**src/rtl/rng_sched_pkg.sv**
```systemverilog
// Shared state encoding and helpers for the RNG epoch scheduler.
package rng_sched_pkg;

  typedef logic [2:0] state_t;

  localparam state_t ST_IDLE  = 3'd0;
  localparam state_t ST_CLR   = 3'd1;
  localparam state_t ST_RUN   = 3'd2;
  localparam state_t ST_DRAIN = 3'd3;
  localparam state_t ST_DONE  = 3'd4;

  // RNG register plus output buffer register
  localparam int LAT_DEFAULT = 2;

  // A configured length of zero stands for the full 2^rwid sequence.
  function automatic int unsigned eff_len(input int unsigned cfg_len, input int unsigned rwid);
    return (cfg_len == 0) ? (32'd1 << rwid) : cfg_len;
  endfunction

endpackage

```
**src/rtl/rng_epoch_scheduler_if.sv**
```systemverilog
// Request/grant and RNG-array control bundle between the layer controllers and the scheduler.
interface rng_epoch_scheduler_if #(
  parameter int NREQ = 4,
  parameter int RWID = 8
);
  logic [NREQ-1:0] req;
  logic [RWID:0]   cfgLen;
  logic            rngClr;
  logic            rngEn;
  logic [NREQ-1:0] gnt;
  logic            streamValid;
  logic [NREQ-1:0] done;
  logic            busy;

  // master: requester side; slave: the scheduler
  modport master (
    output req, cfgLen,
    input  rngClr, rngEn, gnt, streamValid, done, busy
  );

  modport slave (
    input  req, cfgLen,
    output rngClr, rngEn, gnt, streamValid, done, busy
  );
endinterface

```
**src/rtl/rr_arbiter.sv**
```systemverilog
// Combinational round-robin pick: first asserted request at or after rr_ptr, wrapping.
module rr_arbiter #(
  parameter int NREQ = 4,
  parameter int PW   = $clog2(NREQ)
) (
  input  logic [NREQ-1:0] req,
  input  logic [PW-1:0]   rr_ptr,
  output logic [NREQ-1:0] win_onehot,
  output logic [PW-1:0]   win_idx,
  output logic            win_any
);

  logic          found;
  logic [PW-1:0] idx;

  always_comb begin
    win_onehot = '0;
    win_idx    = '0;
    found      = 1'b0;
    idx        = '0;
    for (int i = 0; i < NREQ; i++) begin
      idx = PW'((int'(rr_ptr) + i) % NREQ);
      if (!found && req[idx]) begin
        found           = 1'b1;
        win_idx         = idx;
        win_onehot[idx] = 1'b1;
      end
    end
  end

  assign win_any = |req;

endmodule

```
**src/rtl/rng_epoch_scheduler.sv**
```systemverilog
// Time-shares one Sobol RNG array: per grant, clear the RNG, step it len cycles, drain the pipe, pulse done.
module rng_epoch_scheduler
  import rng_sched_pkg::*;
#(
  parameter int NREQ = 4,
  parameter int RWID = 8,
  parameter int LAT  = LAT_DEFAULT
) (
  input  logic                  clk,
  input  logic                  rst,
  rng_epoch_scheduler_if.slave  bus
);

  localparam int PW = $clog2(NREQ);
  localparam int LW = $clog2(LAT + 1);
  localparam logic [RWID:0] LEN_ONE = 1;
  localparam logic [LW-1:0] LAT_ONE = 1;

  state_t          state_reg;
  logic [RWID:0]   len_cnt_reg;
  logic [LW-1:0]   lat_cnt_reg;
  logic [PW-1:0]   rr_ptr_reg;
  logic [NREQ-1:0] gnt_reg;
  logic [LAT-1:0]  valid_sr_reg;

  logic [NREQ-1:0] win_onehot;
  logic [PW-1:0]   win_idx;
  logic            win_any;
  logic [PW-1:0]   rr_ptr_next;
  logic            rng_en;

  rr_arbiter #(
    .NREQ (NREQ),
    .PW   (PW)
  ) u_arb (
    .req        (bus.req),
    .rr_ptr     (rr_ptr_reg),
    .win_onehot (win_onehot),
    .win_idx    (win_idx),
    .win_any    (win_any)
  );

  assign rr_ptr_next = (win_idx == PW'(NREQ - 1)) ? '0 : win_idx + PW'(1);
  assign rng_en      = (state_reg == ST_RUN);

  always_ff @(posedge clk or posedge rst) begin
    if (rst) begin
      state_reg   <= ST_IDLE;
      len_cnt_reg <= '0;
      lat_cnt_reg <= '0;
      rr_ptr_reg  <= '0;
      gnt_reg     <= '0;
    end else begin
      case (state_reg)
        ST_IDLE: begin
          if (win_any) begin
            gnt_reg     <= win_onehot;
            rr_ptr_reg  <= rr_ptr_next;
            len_cnt_reg <= (RWID + 1)'(eff_len(32'(bus.cfgLen), 32'(RWID)));
            state_reg   <= ST_CLR;
          end
        end
        ST_CLR: state_reg <= ST_RUN;
        ST_RUN: begin
          len_cnt_reg <= len_cnt_reg - LEN_ONE;
          if (len_cnt_reg == LEN_ONE) begin
            lat_cnt_reg <= LW'(LAT);
            state_reg   <= ST_DRAIN;
          end
        end
        ST_DRAIN: begin
          lat_cnt_reg <= lat_cnt_reg - LAT_ONE;
          if (lat_cnt_reg == LAT_ONE) begin
            state_reg <= ST_DONE;
          end
        end
        ST_DONE: begin
          gnt_reg   <= '0;
          state_reg <= ST_IDLE;
        end
        default: state_reg <= ST_IDLE;
      endcase
    end
  end

  // Valid tracks rngEn through the same LAT-stage delay as the array's data path.
  genvar gi;
  generate
    for (gi = 0; gi < LAT; gi++) begin : g_valid_sr
      always_ff @(posedge clk or posedge rst) begin
        if (rst) begin
          valid_sr_reg[gi] <= 1'b0;
        end else begin
          valid_sr_reg[gi] <= (gi == 0) ? rng_en : valid_sr_reg[(gi == 0) ? 0 : gi - 1];
        end
      end
    end
  endgenerate

  assign bus.rngClr      = (state_reg == ST_CLR);
  assign bus.rngEn       = rng_en;
  assign bus.gnt         = gnt_reg;
  assign bus.streamValid = valid_sr_reg[LAT-1];
  assign bus.done        = (state_reg == ST_DONE) ? gnt_reg : '0;
  assign bus.busy        = (state_reg != ST_IDLE);

endmodule

```
**src/flat_wrapper.sv**
```systemverilog
// flat-port wrapper written by rule: the top's interface ports become plain ports
module rng_epoch_scheduler_flat import rng_sched_pkg::*;
#(
  parameter int NREQ = 4,
  parameter int RWID = 8,
  parameter int LAT  = LAT_DEFAULT
)
  (clk, rst, bus_req, bus_cfgLen, bus_rngClr, bus_rngEn, bus_gnt, bus_streamValid, bus_done, bus_busy);
  rng_epoch_scheduler_if #(.NREQ(NREQ), .RWID(RWID)) bus_i ();
  input  logic clk;
  input  logic rst;
  input wire logic [$bits(bus_i.req)-1:0] bus_req;
  input wire logic [$bits(bus_i.cfgLen)-1:0] bus_cfgLen;
  output wire logic [$bits(bus_i.rngClr)-1:0] bus_rngClr;
  output wire logic [$bits(bus_i.rngEn)-1:0] bus_rngEn;
  output wire logic [$bits(bus_i.gnt)-1:0] bus_gnt;
  output wire logic [$bits(bus_i.streamValid)-1:0] bus_streamValid;
  output wire logic [$bits(bus_i.done)-1:0] bus_done;
  output wire logic [$bits(bus_i.busy)-1:0] bus_busy;
  assign bus_i.req = bus_req;
  assign bus_i.cfgLen = bus_cfgLen;
  assign bus_rngClr = bus_i.rngClr;
  assign bus_rngEn = bus_i.rngEn;
  assign bus_gnt = bus_i.gnt;
  assign bus_streamValid = bus_i.streamValid;
  assign bus_done = bus_i.done;
  assign bus_busy = bus_i.busy;
  rng_epoch_scheduler #(.NREQ(NREQ), .RWID(RWID), .LAT(LAT)) u_core (.clk(clk), .rst(rst), .bus(bus_i));
endmodule
```
**config.mk**
```make
export PLATFORM = sky130hd
export DESIGN_NAME = rng_epoch_scheduler_flat
export DESIGN_NICKNAME = d
export VERILOG_FILES = /design/src/rtl/rng_sched_pkg.sv /design/src/rtl/rng_epoch_scheduler_if.sv /design/src/rtl/rr_arbiter.sv /design/src/rtl/rng_epoch_scheduler.sv /design/src/flat_wrapper.sv
export SDC_FILE = /design/constraint.sdc
export NUM_CORES = 1
export LEC_CHECK = 0
export ABC_CLOCK_PERIOD_IN_PS = 2500
export CORE_UTILIZATION = 48
export CTS_CLUSTER_SIZE = 25
export DETAILED_ROUTE_END_ITERATION = 8
export GPL_TIMING_DRIVEN = 1
export HOLD_SLACK_MARGIN = 0.05
export PLACE_DENSITY_LB_ADDON = 0.05
export SLEW_MARGIN = 25
export SYNTH_ARGS = -nofsm -noshare
export SYNTH_HDL_FRONTEND = slang
export SYNTH_HIERARCHICAL = 1
export SYNTH_SLANG_ARGS = --single-unit
```
**constraint.sdc**
```tcl
create_clock -name clk -period 2.5 [get_ports clk]
set_clock_uncertainty 0.05 [all_clocks]
set_input_delay 0.5 -clock clk [delete_from_list [all_inputs] [get_ports clk]]
set_output_delay 0.5 -clock clk [all_outputs]
set_load 0.1 [all_outputs]
```
Yosys cells after proc, flatten, opt, wreduce, memory -nomap -nowiden

Cells that the tools add are included.

$add $sub $neg: 6
Reductions and logical operators: 22
Eq/ne operators: 10
Multiplexer cells: 40
Order comparisons: 8
Bitwise operators: 3

Operators by type and width:

| operator              | number |
|---|---|
| $mux W4               | 6 |
| $mux W9               | 2 |
| $pmux W9 S2           | 1 |
| $lt A2 B3 Y1 const B  | 4 |
| $mux W2               | 6 |
| $or A4 B4 Y4          | 3 |
| $pmux W3 S4           | 1 |
| $mux W1               | 11 |
| $eq A9 B1 Y1 const B  | 1 |
| $logic_not A9 Y1      | 1 |
| $mux W3               | 3 |
| $sub A9 B1 Y9 const B | 1 |
| $bmux W1 S2           | 4 |
| $demux W1 S2          | 4 |
| $ge A2 B1 Y1 const B  | 4 |
| $pmux W4 S2           | 1 |
| $reduce_and A2 Y1     | 4 |
| $logic_and A1 B1 Y1   | 7 |
| $eq A3 B2 Y1 const B  | 2 |
| $reduce_bool A2 Y1    | 3 |
| $add A2 B1 Y2 const B | 2 |
| $add A2 B2 Y2 const B | 2 |
| $ne A2 B2 Y1 const B  | 2 |
| $pmux W2 S2           | 1 |
| 11 further kinds      | 13 |

Output and inout port bits: 12
Bits in registers: 22
Logic and storage cells: 96

Longest topological paths before layout

Depth after elaboration: 14
Depth in mapped cells: 11
Gate-level depth less buffers: 10

Modules after synthesis

The synthesis kept the hierarchy.

By module, submodules not included:

| module              | cells an instance | times used | area each (um^2) | sequential area each (um^2) |
|---|---|---|---|---|
| rng_epoch_scheduler | 122               | 1          | 1214.9           | 550.5 |
| rr_arbiter          | 47                | 1          | 426.7            | 0.0 |

Worst setup path after synthesis

Ideal clock, no wire load.

Path kind: reg-to-output
From: register u_core.state_reg[0]
To: output port bus_rngClr
Setup slack: -0.824 ns
Data required time: 1.950 ns
Arrival: 2.774 ns
Path buffers: 1
Cell stages (with the launch flop): 4
Cell sequence: dfrtp_1 -> clkbuf_1 -> inv_1 -> nor3_1

Cells in the longest elaborated chain, start to end: 1

Ends and longest elaborated chain:

| what                     | line                       | text |
|---|---|---|
| start: declaration       | rng_epoch_scheduler.sv:19  | `state_t state_reg;` |
| start signal: assignment | rng_epoch_scheduler.sv:48  | `state_reg <= ST_IDLE;` |
| start signal: assignment | rng_epoch_scheduler.sv:60  | `state_reg <= ST_CLR;` |
| start signal: assignment | rng_epoch_scheduler.sv:63  | `ST_CLR: state_reg <= ST_RUN;` |
| $eq A3 B1 Y1             | rng_epoch_scheduler.sv:100 | `assign bus.rngClr = (state_reg == ST_CLR);` |
| end: declaration         | flat_wrapper.sv:14         | `output wire logic [$bits(bus_i.rngClr)-1:0] bus_rngClr;` |

Every way passes these cells.

Final worst setup path

From: input port bus_req[1]
To: register u_core.rr_ptr_reg[1]

Cells in the longest elaborated chain, start to end: 14
Elaborated cells on any way between the ends: 26

Ends and longest elaborated chain:

| what                                          | line                      | text |
|---|---|---|
| start: declaration                            | flat_wrapper.sv:12        | `input wire logic [$bits(bus_i.req)-1:0] bus_req;` |
| $bmux W1 S2                                   | rr_arbiter.sv:23          | `if (!found && req[idx]) begin` |
| $mux W1 (implied by the code)                 | rr_arbiter.sv:23          |  |
| $mux W1                                       | rr_arbiter.sv:23          |  |
| $logic_not A1 Y1                              | rr_arbiter.sv:23          |  |
| $logic_and A1 B1 Y1                           | rr_arbiter.sv:23          |  |
| $mux W1                                       | rr_arbiter.sv:23          |  |
| $logic_not A1 Y1                              | rr_arbiter.sv:23          |  |
| $logic_and A1 B1 Y1                           | rr_arbiter.sv:23          |  |
| $mux W1                                       | rr_arbiter.sv:23          |  |
| $logic_not A1 Y1                              | rr_arbiter.sv:23          |  |
| $logic_and A1 B1 Y1                           | rr_arbiter.sv:23          |  |
| $mux W2 *                                     | rr_arbiter.sv:23          |  |
| named net u_core.win_idx[1]                   | rng_epoch_scheduler.sv:27 | `logic [PW-1:0] win_idx;` |
| $add A2 B1 Y2 or $eq A2 B2 Y1 (tied branches) | rng_epoch_scheduler.sv:43 | `assign rr_ptr_next = (win_idx == PW'(NREQ - 1)) ? '0 : win_idx + PW'(1);` |
| $mux W2 *                                     | rng_epoch_scheduler.sv:43 |  |
| named net u_core.rr_ptr_next[1]               | rng_epoch_scheduler.sv:29 | `logic [PW-1:0] rr_ptr_next;` |
| end signal: assignment                        | rng_epoch_scheduler.sv:58 | `rr_ptr_reg <= rr_ptr_next;` |
| end: declaration                              | rng_epoch_scheduler.sv:22 | `logic [PW-1:0] rr_ptr_reg;` |

Mark *: on every way through the listed nets, which the timed path passes. The rest lies on a longest branch. The select of a mux whose other input is x is not followed.
A chain may end at the register's enable or synchronous reset.

==> metrics.md <==
| Metric | Value |
|---|---|
| Result of the run | complete, no violations |
| Placed Cells incl. Taps | 250 |
| Final net count | 235 |
| CP Capture Type | flop |
| Final max-slew violation count | 0 |
| Wire length of the first global-routing pass | 6.48 mm |
| Initial core utilization | 52.1% |
| Sequential element share of the synthesized area | 33.5% |
| Chip height | 60.5 µm |
| Most frequent standard cell in the layout excluding fill and tap cells | buf_4 |
| CP Class | input pin to flop |
| Weighted congestion reported at the end of routability-driven placement | 0.806 |
| Total Wirelength | 3.78 mm |
| Overall die area | 3660 µm² |
| Estimated wirelength of the detail-placed design | 2.87 mm |
| Critical R2R Launch | u_core/rr_ptr_reg[1] |
| CP arrival | 2480 ps |
| Class of the most critical hold timing path | flop to flop |
| Post-cts resize count | 0 |
| Lkg Pwr | 0.908 nW |
| Top Ports | 27 |
| CTS Buffer Depth | 2 |
| Remaining routing DRC violations | 0 |
| Number of buffers added by the clock tree synthesis step | 3 |
| Via density per instance | 6.06 |
| Global-route total usage across every layer | 23.4% |
| Overall via count from detail_route | 1,538 |
| TritonCTS clock tree | built |
| Cell family with most CP delay | buffers and inverters |
| Synth-to-Final Area Change | 32.0% |
| Combined area of all synthesized cells | 1640 µm² |
| Xor/xnor cell area share of the yosys netlist | 0% |
| PortBufs | 26 |
| GR Util met3 | 4.05% |
| Share of synthesized area spent on multiplexers | 8.84% |
| Dominant cell type by count on the critical path | nand2_1 |
| Area of the core | 3150 µm² |
| Number of H-tree levels | 1 |
| Cell at the root of the clock tree | clkbuf_4 |
| Combined area of the multi-input logic cells | 1020 µm² |
| CP Data Required Time | 2670 ps |
| Core Rows | 20 |
| Rel. slew slack | 62.4% |
| Sum of overflow across all layers after global routing | 0 |
| Met2 routing resource usage after global routing | 40.0% |
| Fin crit period | 2320 ps |
| Total setup violations reported at the end of the flow | 0 |
| Pwr per Cell Area | 1130 nW/µm² |
| Post-synthesis compound-gate area fraction | 22.3% |
| Mean cell area of the mapped netlist | 9.71 µm² |
| DRT iter0 DRCs | 107 |
| Number of maximum-capacitance constraint violations | 0 |
| Startpoint of the tightest hold check path | u_core/valid_sr_reg[0] |
| Worst setup slack after layout | 184 ps |
| Post-Syn Instances | 169 |
| Clock slew seen by the registers of the worst setup and hold paths | 130 ps |
| Maximum number of pins on one net before global-route repair | 23 |
| Final cell count without fillers | 254 |
| Library cells used by synthesis | 52 |
| Commonest non-fill, non-tap cells in the layout | buf_4 (25), dfrtp_1 (22), clkdlybuf4s50_1 (14) |
| Average wire length per cell after detail routing | 14.9 µm |
| First element of the critical path | bus_req[1] |
| Met1 track utilization from global routing | 30.9% |
| Critical path, cell by cell | clkdlybuf4s50_1, mux4_2, nand2b_4, nor3_4, inv_2, o22ai_1, ha_1, nand2_1, nand2_1 |
| Post-CTS setup repair buffer count | 0 |
| Clock insertion delay at the later pin of the skew report | 320 ps |
| Dominant combinational cell family by area after synthesis | simple AND/OR/NAND/NOR gates |
| Post-Place Setup Slack | -144 ps |
| Number of storage elements in the synthesis netlist | 22 |
| Diode count | 0 |
| Buffering stage count on the worst path with inverters included | 2 |
| Final Cycle Share | 92.6% |
| Number of enable flip-flop cells after synthesis | 0 |
| Nets in the synthesized netlist | 193 |
| Slowest cell delay on critical path | 550 ps |
| Maximum fanout encountered on the critical timing path | 8 |
| Startpoint types | input pin |
| F_max | 0.432 GHz |
| Number of sinks handled by clock tree synthesis | 22 |
| Hold-fix buffer count after cts | 0 |
| Via count of the first global-routing pass | 1,468 |
| Critical Path Slowest Stage Cell | mux4_2 |
| Count of yosys warnings during synthesis | 6 |
| Final hold viol count | 0 |
| Synthesized-area fraction occupied by adder cells | 6.86% |
| Post-synthesis simple-gate area fraction | 23.0% |
| Busiest layer in global routing | met2 |
| Most used flip-flop cell after synthesis | dfrtp_1 |
| Ratio of cells with drive above 1 in the final layout | 22.9% |
| Die span in x | 60.5 µm |
| First-pass iteration count of the detailed router | 4 |
| Fraction of the core area covered by cells at the end of the flow | 68.7% |
| Max VDD drop | 0.609 mV |
| Initial antenna violation count | 0 |
| Sequential Area | 551 µm² |
| Worst-margin pin slew | 563 ps |
| Setup repair after global routing missed its margin | no |
| Flip-flop count of the largest register after layout | 9 |
| Final-layout fill cell count | 264 |
| Async set or reset register ratio after synthesis | 100% |
| Antenna-violating nets left | 0 |
==> where the power goes <==
part	switching [mW]	internal, mW	leakage (nW)
clock	0.114	0.162	0.0279
sequential	0.107	0.478	0.244
combinational	0.859	0.732	0.636
total	1.08	1.37	0.908
==> cells in the mapped netlist (all sizes together), types with 6 or more instances <==
master,instances,area share (%)
nor2,10,2.3
or4,6,3.2
and3,6,2.3
ha,9,6.9
a22oi,8,3.7
inv,11,2.5
dfrtp,22,34
nand2,8,1.8
o21ai,15,4.6
==> stage by stage <==
stage | instance area [µm²] | TNS [ps] | power (mW) | hold slack (ps)
after global placement | 2110 | -241 | 2.10 | 286
after detailed placement | 2110 | -1080 | 2.16 | 304
after global routing | 2170 | 0 | 2.64 | 346
final | 2170 | 0 | 2.45 | 340
after floorplan | 1660 | 0 | 1.75 | 281
after CTS | 2170 | 0 | 2.44 | 333
==> final timing paths <==
check | endpoint | slack, ps | cells after the start
worst max-delay path | u_core/rr_ptr_reg[1] | 180 | 9
worst min-delay path | u_core/bus.streamValid | 340 | 0
worst max register to register | u_core/rr_ptr_reg[1] | 280 | 10
worst min register to register | u_core/bus.streamValid | 340 | 0
max in group asynchronous | u_core/len_cnt_reg[2] | 1730 | 3
min in group asynchronous | u_core/bus.gnt[2] | 440 | 3
==> logic make-up (layout without fill, tap and decap cells) <==
| family | after synthesis | in the layout |
|---|---|---|
| flip-flops | 22 | 22 |
| AND/OR/NAND/NOR | 58 | 58 |
| multiplexers | 9 | 9 |
| AO/OA/AOI/OAI | 52 | 52 |
| adder cells (fa/ha/maj) | 9 | 9 |
| buffers and inverters | 19 | 60 |
==> cell type report <==
class | count | share of cell area [%]
Clock buffer | 3 | 1.04
Inverter | 11 | 1.91
Tap cell | 44 | 2.54
Sequential cell | 22 | 25.4
Timing Repair Buffer | 45 | 20.7
Clock inverter | 1 | 1.39
Multi-Input combinational cell | 128 | 47.1
==> per-layer routing <==
layer,up-vias,share of wire [%]
li1,734,-
met2,59,49
met3,5,6.3
met1,740,44
met4,0,0.61
met5,-,0
Power figures use the tool's default switching activity.
